<file path="src/rtl/tdc_theta_calibrator.sv">
// Closed-loop TDC theta calibrator: steps the MMCM phase until the averaged thermometer depth sits near TARGET.
// Optional macro TDC_CAL_LEADING_ONES_EN selects bubble-tolerant leading-ones depth instead of popcount.
module tdc_theta_calibrator #(
  parameter int SAMPLES_LOG2  = 4,
  parameter int SETTLE_CYCLES = 64,
  parameter int TARGET        = 32,
  parameter int TOL           = 4,
  parameter int MAX_STEPS     = 1023,
  parameter int DONE_TIMEOUT  = 1023
) (
  input  logic        clk,
  input  logic        rst,
  input  logic        start,
  input  logic [63:0] tdc_data,
  input  logic        data_valid,
  input  logic        ps_ready,
  output logic        ps_en,
  output logic        ps_incdec,
  input  logic        ps_done,
  output logic        busy,
  output logic        done,
  output logic        fail,
  output logic [15:0] phase_offset,
  output logic [6:0]  depth_avg
);

  localparam int ACC_W  = 7 + SAMPLES_LOG2;
  localparam int SMP_W  = SAMPLES_LOG2 + 1;
  localparam int STEP_W = $clog2(MAX_STEPS + 1);
  localparam int SET_W  = $clog2(SETTLE_CYCLES + 1);
  localparam int TMO_W  = $clog2(DONE_TIMEOUT + 1);

  localparam logic [SMP_W-1:0]  SMP_LAST = SMP_W'((1 << SAMPLES_LOG2) - 1);
  localparam logic [SET_W-1:0]  SET_LAST = SET_W'(SETTLE_CYCLES - 1);
  localparam logic [TMO_W-1:0]  TMO_LAST = TMO_W'(DONE_TIMEOUT - 1);
  localparam logic [STEP_W-1:0] STEP_MAX = STEP_W'(MAX_STEPS);
  localparam logic [6:0]        TGT      = 7'(TARGET);
  localparam logic [7:0]        TOL_V    = 8'(TOL);

  typedef enum logic [3:0] {
    ST_IDLE, ST_WAIT_LOCK, ST_SETTLE, ST_MEASURE, ST_DECIDE,
    ST_SHIFT, ST_WAIT_DONE, ST_DONE, ST_FAIL
  } state_t;

  state_t            state_q, state_d;
  logic [STEP_W-1:0] step_q, step_d;
  logic [SET_W-1:0]  settle_q, settle_d;
  logic [SMP_W-1:0]  smp_q, smp_d;
  logic [ACC_W-1:0]  acc_q, acc_d;
  logic [TMO_W-1:0]  tmo_q, tmo_d;
  logic [6:0]        avg_q, avg_d;
  logic [15:0]       phase_q, phase_d;
  logic              incdec_q, incdec_d;
  logic              busy_q, busy_d;
  logic              done_q, done_d;
  logic              fail_q, fail_d;

  logic [6:0]        depth;
  logic [ACC_W-1:0]  acc_sum;
  logic [6:0]        avg_err;
  logic              within_tol;
  logic              lock_lost;

`ifdef TDC_CAL_LEADING_ONES_EN
  // Depth is the index of the lowest 0, so stray 1s above a bubble are ignored.
  always_comb begin
    depth = 7'd64;
    for (int i = 63; i >= 0; i--) begin
      if (!tdc_data[i]) depth = 7'(i);
    end
  end
`else
  always_comb begin
    depth = '0;
    for (int i = 0; i < 64; i++) begin
      depth = depth + 7'(tdc_data[i]);
    end
  end
`endif

  assign acc_sum    = acc_q + ACC_W'(depth);
  assign avg_err    = (avg_q >= TGT) ? (avg_q - TGT) : (TGT - avg_q);
  assign within_tol = ({1'b0, avg_err} <= TOL_V);
  assign lock_lost  = !ps_ready && (state_q inside {ST_SETTLE, ST_MEASURE, ST_DECIDE,
                                                    ST_SHIFT, ST_WAIT_DONE});

  always_comb begin
    state_d  = state_q;
    step_d   = step_q;
    settle_d = settle_q;
    smp_d    = smp_q;
    acc_d    = acc_q;
    tmo_d    = tmo_q;
    avg_d    = avg_q;
    phase_d  = phase_q;
    incdec_d = incdec_q;
    busy_d   = busy_q;
    done_d   = done_q;
    fail_d   = fail_q;

    case (state_q)
      ST_IDLE: begin
        if (start) begin
          state_d = ST_WAIT_LOCK;
          busy_d  = 1'b1;
          done_d  = 1'b0;
          fail_d  = 1'b0;
          step_d  = '0;
        end
      end
      ST_WAIT_LOCK: begin
        if (ps_ready) begin
          state_d  = ST_SETTLE;
          settle_d = '0;
        end
      end
      ST_SETTLE: begin
        if (settle_q == SET_LAST) begin
          state_d = ST_MEASURE;
          acc_d   = '0;
          smp_d   = '0;
        end else begin
          settle_d = settle_q + 1'b1;
        end
      end
      ST_MEASURE: begin
        if (data_valid) begin
          if (smp_q == SMP_LAST) begin
            avg_d   = 7'(acc_sum >> SAMPLES_LOG2);
            state_d = ST_DECIDE;
          end else begin
            acc_d = acc_sum;
            smp_d = smp_q + 1'b1;
          end
        end
      end
      ST_DECIDE: begin
        if (within_tol) begin
          state_d = ST_DONE;
        end else if (step_q == STEP_MAX) begin
          state_d = ST_FAIL;
        end else begin
          state_d  = ST_SHIFT;
          incdec_d = (avg_q < TGT);
        end
      end
      ST_SHIFT: begin
        step_d  = step_q + 1'b1;
        tmo_d   = '0;
        state_d = ST_WAIT_DONE;
      end
      ST_WAIT_DONE: begin
        if (ps_done) begin
          if (incdec_q) begin
            if (phase_q != 16'h7FFF) phase_d = phase_q + 16'd1;
          end else begin
            if (phase_q != 16'h8000) phase_d = phase_q - 16'd1;
          end
          state_d  = ST_SETTLE;
          settle_d = '0;
        end else if (tmo_q == TMO_LAST) begin
          state_d = ST_FAIL;
        end else begin
          tmo_d = tmo_q + 1'b1;
        end
      end
      ST_DONE:  state_d = ST_IDLE;
      ST_FAIL:  state_d = ST_IDLE;
      default:  state_d = ST_IDLE;
    endcase

    if (lock_lost) state_d = ST_FAIL;

    // Flags are raised on entry so they are visible the cycle the run terminates.
    if (state_d == ST_DONE) begin
      done_d = 1'b1;
      busy_d = 1'b0;
    end
    if (state_d == ST_FAIL) begin
      fail_d = 1'b1;
      busy_d = 1'b0;
    end
  end

  always_ff @(posedge clk) begin
    if (rst) begin
      state_q  <= ST_IDLE;
      step_q   <= '0;
      settle_q <= '0;
      smp_q    <= '0;
      acc_q    <= '0;
      tmo_q    <= '0;
      avg_q    <= '0;
      phase_q  <= '0;
      incdec_q <= 1'b0;
      busy_q   <= 1'b0;
      done_q   <= 1'b0;
      fail_q   <= 1'b0;
    end else begin
      state_q  <= state_d;
      step_q   <= step_d;
      settle_q <= settle_d;
      smp_q    <= smp_d;
      acc_q    <= acc_d;
      tmo_q    <= tmo_d;
      avg_q    <= avg_d;
      phase_q  <= phase_d;
      incdec_q <= incdec_d;
      busy_q   <= busy_d;
      done_q   <= done_d;
      fail_q   <= fail_d;
    end
  end

  assign ps_en        = (state_q == ST_SHIFT) && ps_ready;
  assign ps_incdec    = incdec_q;
  assign busy         = busy_q;
  assign done         = done_q;
  assign fail         = fail_q;
  assign phase_offset = phase_q;
  assign depth_avg    = avg_q;

endmodule
</file>
<file path="config.mk">
export PLATFORM = sky130hd
export DESIGN_NAME = tdc_theta_calibrator
export DESIGN_NICKNAME = d
export VERILOG_FILES = /design/src/rtl/tdc_theta_calibrator.sv
export SDC_FILE = /design/constraint.sdc
export NUM_CORES = 1
export LEC_CHECK = 0
export CORE_AREA = 2 2 119 121
export CTS_CLUSTER_DIAMETER = 50
export CTS_CLUSTER_SIZE = 40
export DETAILED_ROUTE_END_ITERATION = 6
export DIE_AREA = 0 0 121 123
export DONT_BUFFER_PORTS = 1
export PLACE_DENSITY = 0.68
export SLEW_MARGIN = 20
export SYNTH_ARGS = -nofsm -noshare
export SYNTH_HDL_FRONTEND = slang
export SYNTH_SLANG_ARGS = --single-unit
</file>
<file path="constraint.sdc">
create_clock -name clk -period 7 [get_ports clk]
set_clock_uncertainty 0.2 [all_clocks]
set_input_delay 0.7 -clock clk [delete_from_list [all_inputs] [get_ports clk]]
set_output_delay 0.7 -clock clk [all_outputs]
set_load 0.005 [all_outputs]
</file>
==> results.cfg, run 1 <==
[setup_path]
crit_top_cell = fa_1
crit_slowest_cell = fa_1
worstPathArrival_ps = 6790
crit_required_ps = 7050
cp_cell_sequence = inv_1 > fa_1 > inv_1 > fa_1 > inv_1 > fa_1 > fa_1 > fa_1 > fa_1 > fa_1 > fa_1 > fa_1 > fa_1 > nand2b_1 > a21boi_2 > o21ai_0 > nand2b_1 > a41oi_2 > o21ba_2 > a311oi_1
cp_max_fo = 3
end_kind = flop
critical_path_class = input pin to flop
setup.worst_path.start_class = input pin
cpPeakStageDelay_ps = 540

[synth]
synth_top_cell_area_share = 0.245
async_reset_ff_frac = 0
synth_edf_count = 0
ys_types = 65
ys_seq_area_frac = 0.245
synth_ff_type = dfxtp_1
synth_cells = 693
syn_area_mm2 = 0.00605
synth_top_area_cell = dfxtp_1
yosys_warnings = 0
avgSynthCellArea_um2 = 8.73
synth_area_leaders = dfxtp_1, fa_1, ha_1
synthesis.nets = 868
synth_seq_cells = 74

[die]
pin_count = 98
start_util = 0.445
die_w_um = 121
fp.dieH_um = 123
dieArea_mm2 = 0.0149
rows = 43
core_area_mm2 = 0.0136

[cts]
cts_resized = 0
cts_tree = done
root_buffer = clkbuf_16
path_clk_slew_ps = 60
postCtsSetupRepairBufs = 0
clock_path_buffers = 2
holdBufCountCts = 0
worstSkewPairLatency_ps = 340
htree_num_levels = 3
cts_made_buffers = 9
cts_sinks = 74

[route]
vias_per_cell = 5.33
antenna_left = 0
drt_iter0_drc = 265
firstDrtPassIters = 4
drcViolationCount = 0
wl_per_cell_um = 14.4
vias = 4664
wl_um = 12600

[timing]
fin_crit_sh = 0.963
holdWs_ps = 228
rsz0062_at_grt = no
setup_tns_ps = 0
slew_violations = 0
layout_setup_ws_ps = 257
max_slew_margin = 0.435
min_period_ps = 6740
setup_viol = 0
max_freq_mhz = 148
hold_viol = 0
worst_slew_pin_slew_ps = 844

[placement]
pre_cts_slack_ps = -190
hpwl_um = 9910
dp.cells = 859
io_buffers = 0
place.gp.congestion = 0.834

[global_route]
antenna_found_initial = 0
overflow = 0
grt_pass1_wl_um = 21100
first_global_vias = 4776
grt_usage = 0.174
grt_max_degree = 70

[power]
p_leak_nw = 2.96
ir_drop_mv = 0.643
powerDensity_mw_per_mm2 = 616

[cells_and_area]
stdcell_count = 875
nFillCells = 1274
layout-drive-gt1-share = 0.0633
nets = 865
syn_to_final_growth_pct = 8.60
final_common_cell = inv_1
n_antenna_cell = 0
final_cell_mix = inv_1, nor2_1, dfxtp_1

[worst_hold_path]
worstHoldPathType = input pin to flop

[outcome]
status = finished, final reports clean

[job]
drv_cap = 0
[cell families after synthesis]
| group | share of synthesized area |
|---|---|
| compound gates | 0.123 |
| xor+xnor | 0.0420 |
| fa+ha+maj | 0.288 |
| flops | 0.245 |
| simple gates | 0.188 |
| mux | 0.0323 |
| buf+inv | 0.0817 |
[metal layers]
layer / part of all wire / track usage / up-vias
met2: 0.51 / 0.305 / 82
met5: 0 / 0 / -
met3: 0.039 / 0.0332 / 17
li1: - / - / 2310
met4: 0.016 / 0.0654 / 0
met1: 0.43 / 0.212 / 2255
[worst paths after layout]
path | startpoint | endpoint | slack, ps | cells past startpoint
worst max-delay path | tdc_data[35] | acc_q[10] | 260 | 20
worst min-delay path | rst | fail | 230 | 1
worst max register to register | acc_q[0] | acc_q[10] | 810 | 17
worst min register to register | fail | fail | 270 | 2
[power by group]
group	total, mW	leakage, nW	switching [mW]	internal (mW)
Combinational	3.09	2.20	1.65	1.44
Clock	0.521	0.165	0.180	0.341
Sequential	0.436	0.596	0.00718	0.429
Total	4.05	2.96	1.83	2.21
[worst max-delay path, delay by kind of cell]
kind,cells,cell delay [ps]
AOI/OAI and AO/OA,5,910
adders and majority gates,10,4710
buffers and inverters,3,140
and+or+nand+nor,2,330
[flip-flops by register name (all words and copies together) (netlist names), 4 cells and up]
| register | flops |
|---|---|
| tmo_q | 10 |
| acc_q | 11 |
| depth_avg | 7 |
| smp_q | 5 |
| phase_offset | 16 |
| state_q | 4 |
| settle_q | 7 |
| step_q | 10 |
[cells in the mapped netlist (3+ instances only)]
master	count
inv_1	108
nor2_1	81
dfxtp_1	74
fa_1	57
ha_1	48
a21oi_1	39
nand2_1	34
o21ai_0	26
nand3_1	18
xnor2_1	16
mux2i_1	15
xor2_1	13
and3_1	12
nand4_1	12
clkbuf_1	11
nand2b_1	11
nor3_1	10
a31oi_1	8
or3_1	8
nand3b_1	7
nor2b_1	6
a22oi_1	5
and2_1	5
nor4_1	5
mux2_2	4
o21a_1	4
o31ai_1	4
a21o_1	3
buf_4	3
[layout make-up]
class	count	area [um^2]	share of cell area
clock buffers	12	267	0.0406
clock inverters	4	72.6	0.0110
inverters	108	405	0.0617
multi-input cells	493	4090	0.622
flip-flops and latches	74	1480	0.225
well taps	180	225	0.0343
repair buffers	4	30.0	0.00457
[metrics by stage]
| stage | area (um^2) | utilization | power [mW] |
|---|---|---|---|
| 2_1_floorplan | 6050 | - | 2.67 |
| 3_3_place_gp | 6220 | 0.457 | 3.38 |
| 3_5_place_dp | 6220 | 0.457 | 3.43 |
| 4_1_cts | 6560 | 0.482 | 3.98 |
| 5_1_grt | 6570 | 0.483 | 4.52 |
| 6_report | 6570 | 0.483 | 4.05 |
(Power assumes the default switching activity.)
==> inputs of run 2 (changes only) <==
--- a/config.mk
+++ b/config.mk
@@ -5,6 +5,7 @@
 export SDC_FILE = /design/constraint.sdc
 export NUM_CORES = 1
 export LEC_CHECK = 0
+export ABC_CLOCK_PERIOD_IN_PS = 7000
 export CORE_AREA = 2 2 119 121
 export CTS_CLUSTER_DIAMETER = 50
 export CTS_CLUSTER_SIZE = 40
@@ -12,6 +13,7 @@
 export DIE_AREA = 0 0 121 123
 export DONT_BUFFER_PORTS = 1
 export PLACE_DENSITY = 0.68
+export SETUP_SLACK_MARGIN = 0.3
 export SLEW_MARGIN = 20
 export SYNTH_ARGS = -nofsm -noshare
 export SYNTH_HDL_FRONTEND = slang
==> results.cfg, run 2 (synthesis results as in run 1) <==
[route]
drt_iter0_drc = 171
vias_per_cell = 5.35
vias = 4670
wl_um = 12500
antenna_left = 0
drcViolationCount = 0
firstDrtPassIters = 4
wl_per_cell_um = 14.4

[global_route]
grt_max_degree = 70
overflow = 0
grt_usage = 0.171
antenna_found_initial = 0
grt_pass1_wl_um = 20700
first_global_vias = 4556

[cts]
path_clk_slew_ps = 60
cts_sinks = 74
worstSkewPairLatency_ps = 340
cts_made_buffers = 9
htree_num_levels = 3
holdBufCountCts = 0
clock_path_buffers = 2
root_buffer = clkbuf_16
cts_tree = done

[die]
rows = 43
pin_count = 98
fp.dieH_um = 123
core_area_mm2 = 0.0136
die_w_um = 121
start_util = 0.445
dieArea_mm2 = 0.0149

[cells_and_area]
multi_input_area_mm2 = 0.00415
final_common_cell = inv_1
final_cell_mix = inv_1, nor2_1, dfxtp_1
syn_to_final_growth_pct = 9.06
ff_latch_area_mm2 = 0.00148
largest_reg_flops = 16
nFillCells = 1293
nets = 865
layout-drive-gt1-share = 0.0866
n_antenna_cell = 0

[timing]
holdWs_ps = 232
rsz0062_at_grt = yes
setup_tns_ps = 0
layout_setup_ws_ps = 416
max_slew_margin = 0.383
min_period_ps = 6580
slew_violations = 0
hold_viol = 0
fin_crit_sh = 0.941
worst_slew_pin_slew_ps = 923
setup_viol = 0
max_freq_mhz = 152

[worst_hold_path]
worstHoldPathType = input pin to flop

[placement]
hpwl_um = 9790
place.gp.congestion = 0.828
io_buffers = 0
pre_cts_slack_ps = -24.6

[setup_path]
worstPathArrival_ps = 6630
crit_slowest_cell = fa_2
cpPeakStageDelay_ps = 560
crit_top_cell = fa_1
cp_cell_sequence = inv_4 > fa_1 > inv_2 > fa_2 > inv_2 > fa_2 > fa_1 > fa_1 > fa_1 > fa_1 > fa_1 > fa_2 > fa_2 > nand2b_1 > a21boi_2 > o21ai_2 > nand2b_1 > a41oi_2 > o21ba_2 > a311oi_1
cp_max_fo = 3
crit_required_ps = 7050
end_kind = flop
setup.worst_path.start_class = input pin
critical_path_class = input pin to flop

[outcome]
status = finished, final reports clean

[job]
drv_cap = 0
run 2: cell types whose count changed in the layout (fill, tap and decap cells not counted), moves of 2 or more:
cell	delta
fa_2	+7
clkbuf_8	-3
o21ai_0	-2
fa_1	-7
o21ai_2	+2
inv_1	-6
inv_2	+5
run 2: routing by layer:
metal  global-route usage  up-vias  share of wire
met2                0.306       76           0.53
met5                    0        -              0
met1                0.210     2279           0.43
li1                     -     2308              -
met3               0.0392        7          0.034
met4               0.0414        0         0.0061
run 2: what timing repair did:
item	in CTS	in global routing
endpoints found under the hold margin	0	0
setup endpoints to repair	0	6
gates resized for setup	0	12
buffers inserted	0	3
run 2: final timing paths:
kind / startpoint / end / slack (ps) / depth (start not counted)
setup / recovery: tdc_data[39] / acc_q[10] / 420 / 20
hold reg to reg: done / done / 270 / 2
setup reg to reg: acc_q[0] / depth_avg[5] / 950 / 19
hold / removal: rst / done / 230 / 1
run 2: final cells by class:
class / count / area share
clock buffer: 9 / 0.0341
clock inverter: 5 / 0.0123
inverter: 108 / 0.0618
multi-input combinational: 493 / 0.629
sequential: 74 / 0.224
tap: 180 / 0.0341
timing repair buffer: 4 / 0.00455
run 2: worst max-delay path, delay by kind of cell:
kind | cells | cell delay [ps]
compound gates | 5 | 860
simple gates | 2 | 300
fa+ha+maj | 10 | 4680
buf+inv | 3 | 100
run 2: through the flow:
stage               std cells  area (um^2)  utilization
floorplan                 693         6070            -
global placement          856         6220        0.457
detailed placement        856         6230        0.458
CTS                       870         6540        0.480
global route              873         6600        0.485
finish                    873         6600        0.485
Power of run 2 is not shown: default switching activity piles up to over one toggle a cycle in this logic, so the estimate is an artifact.
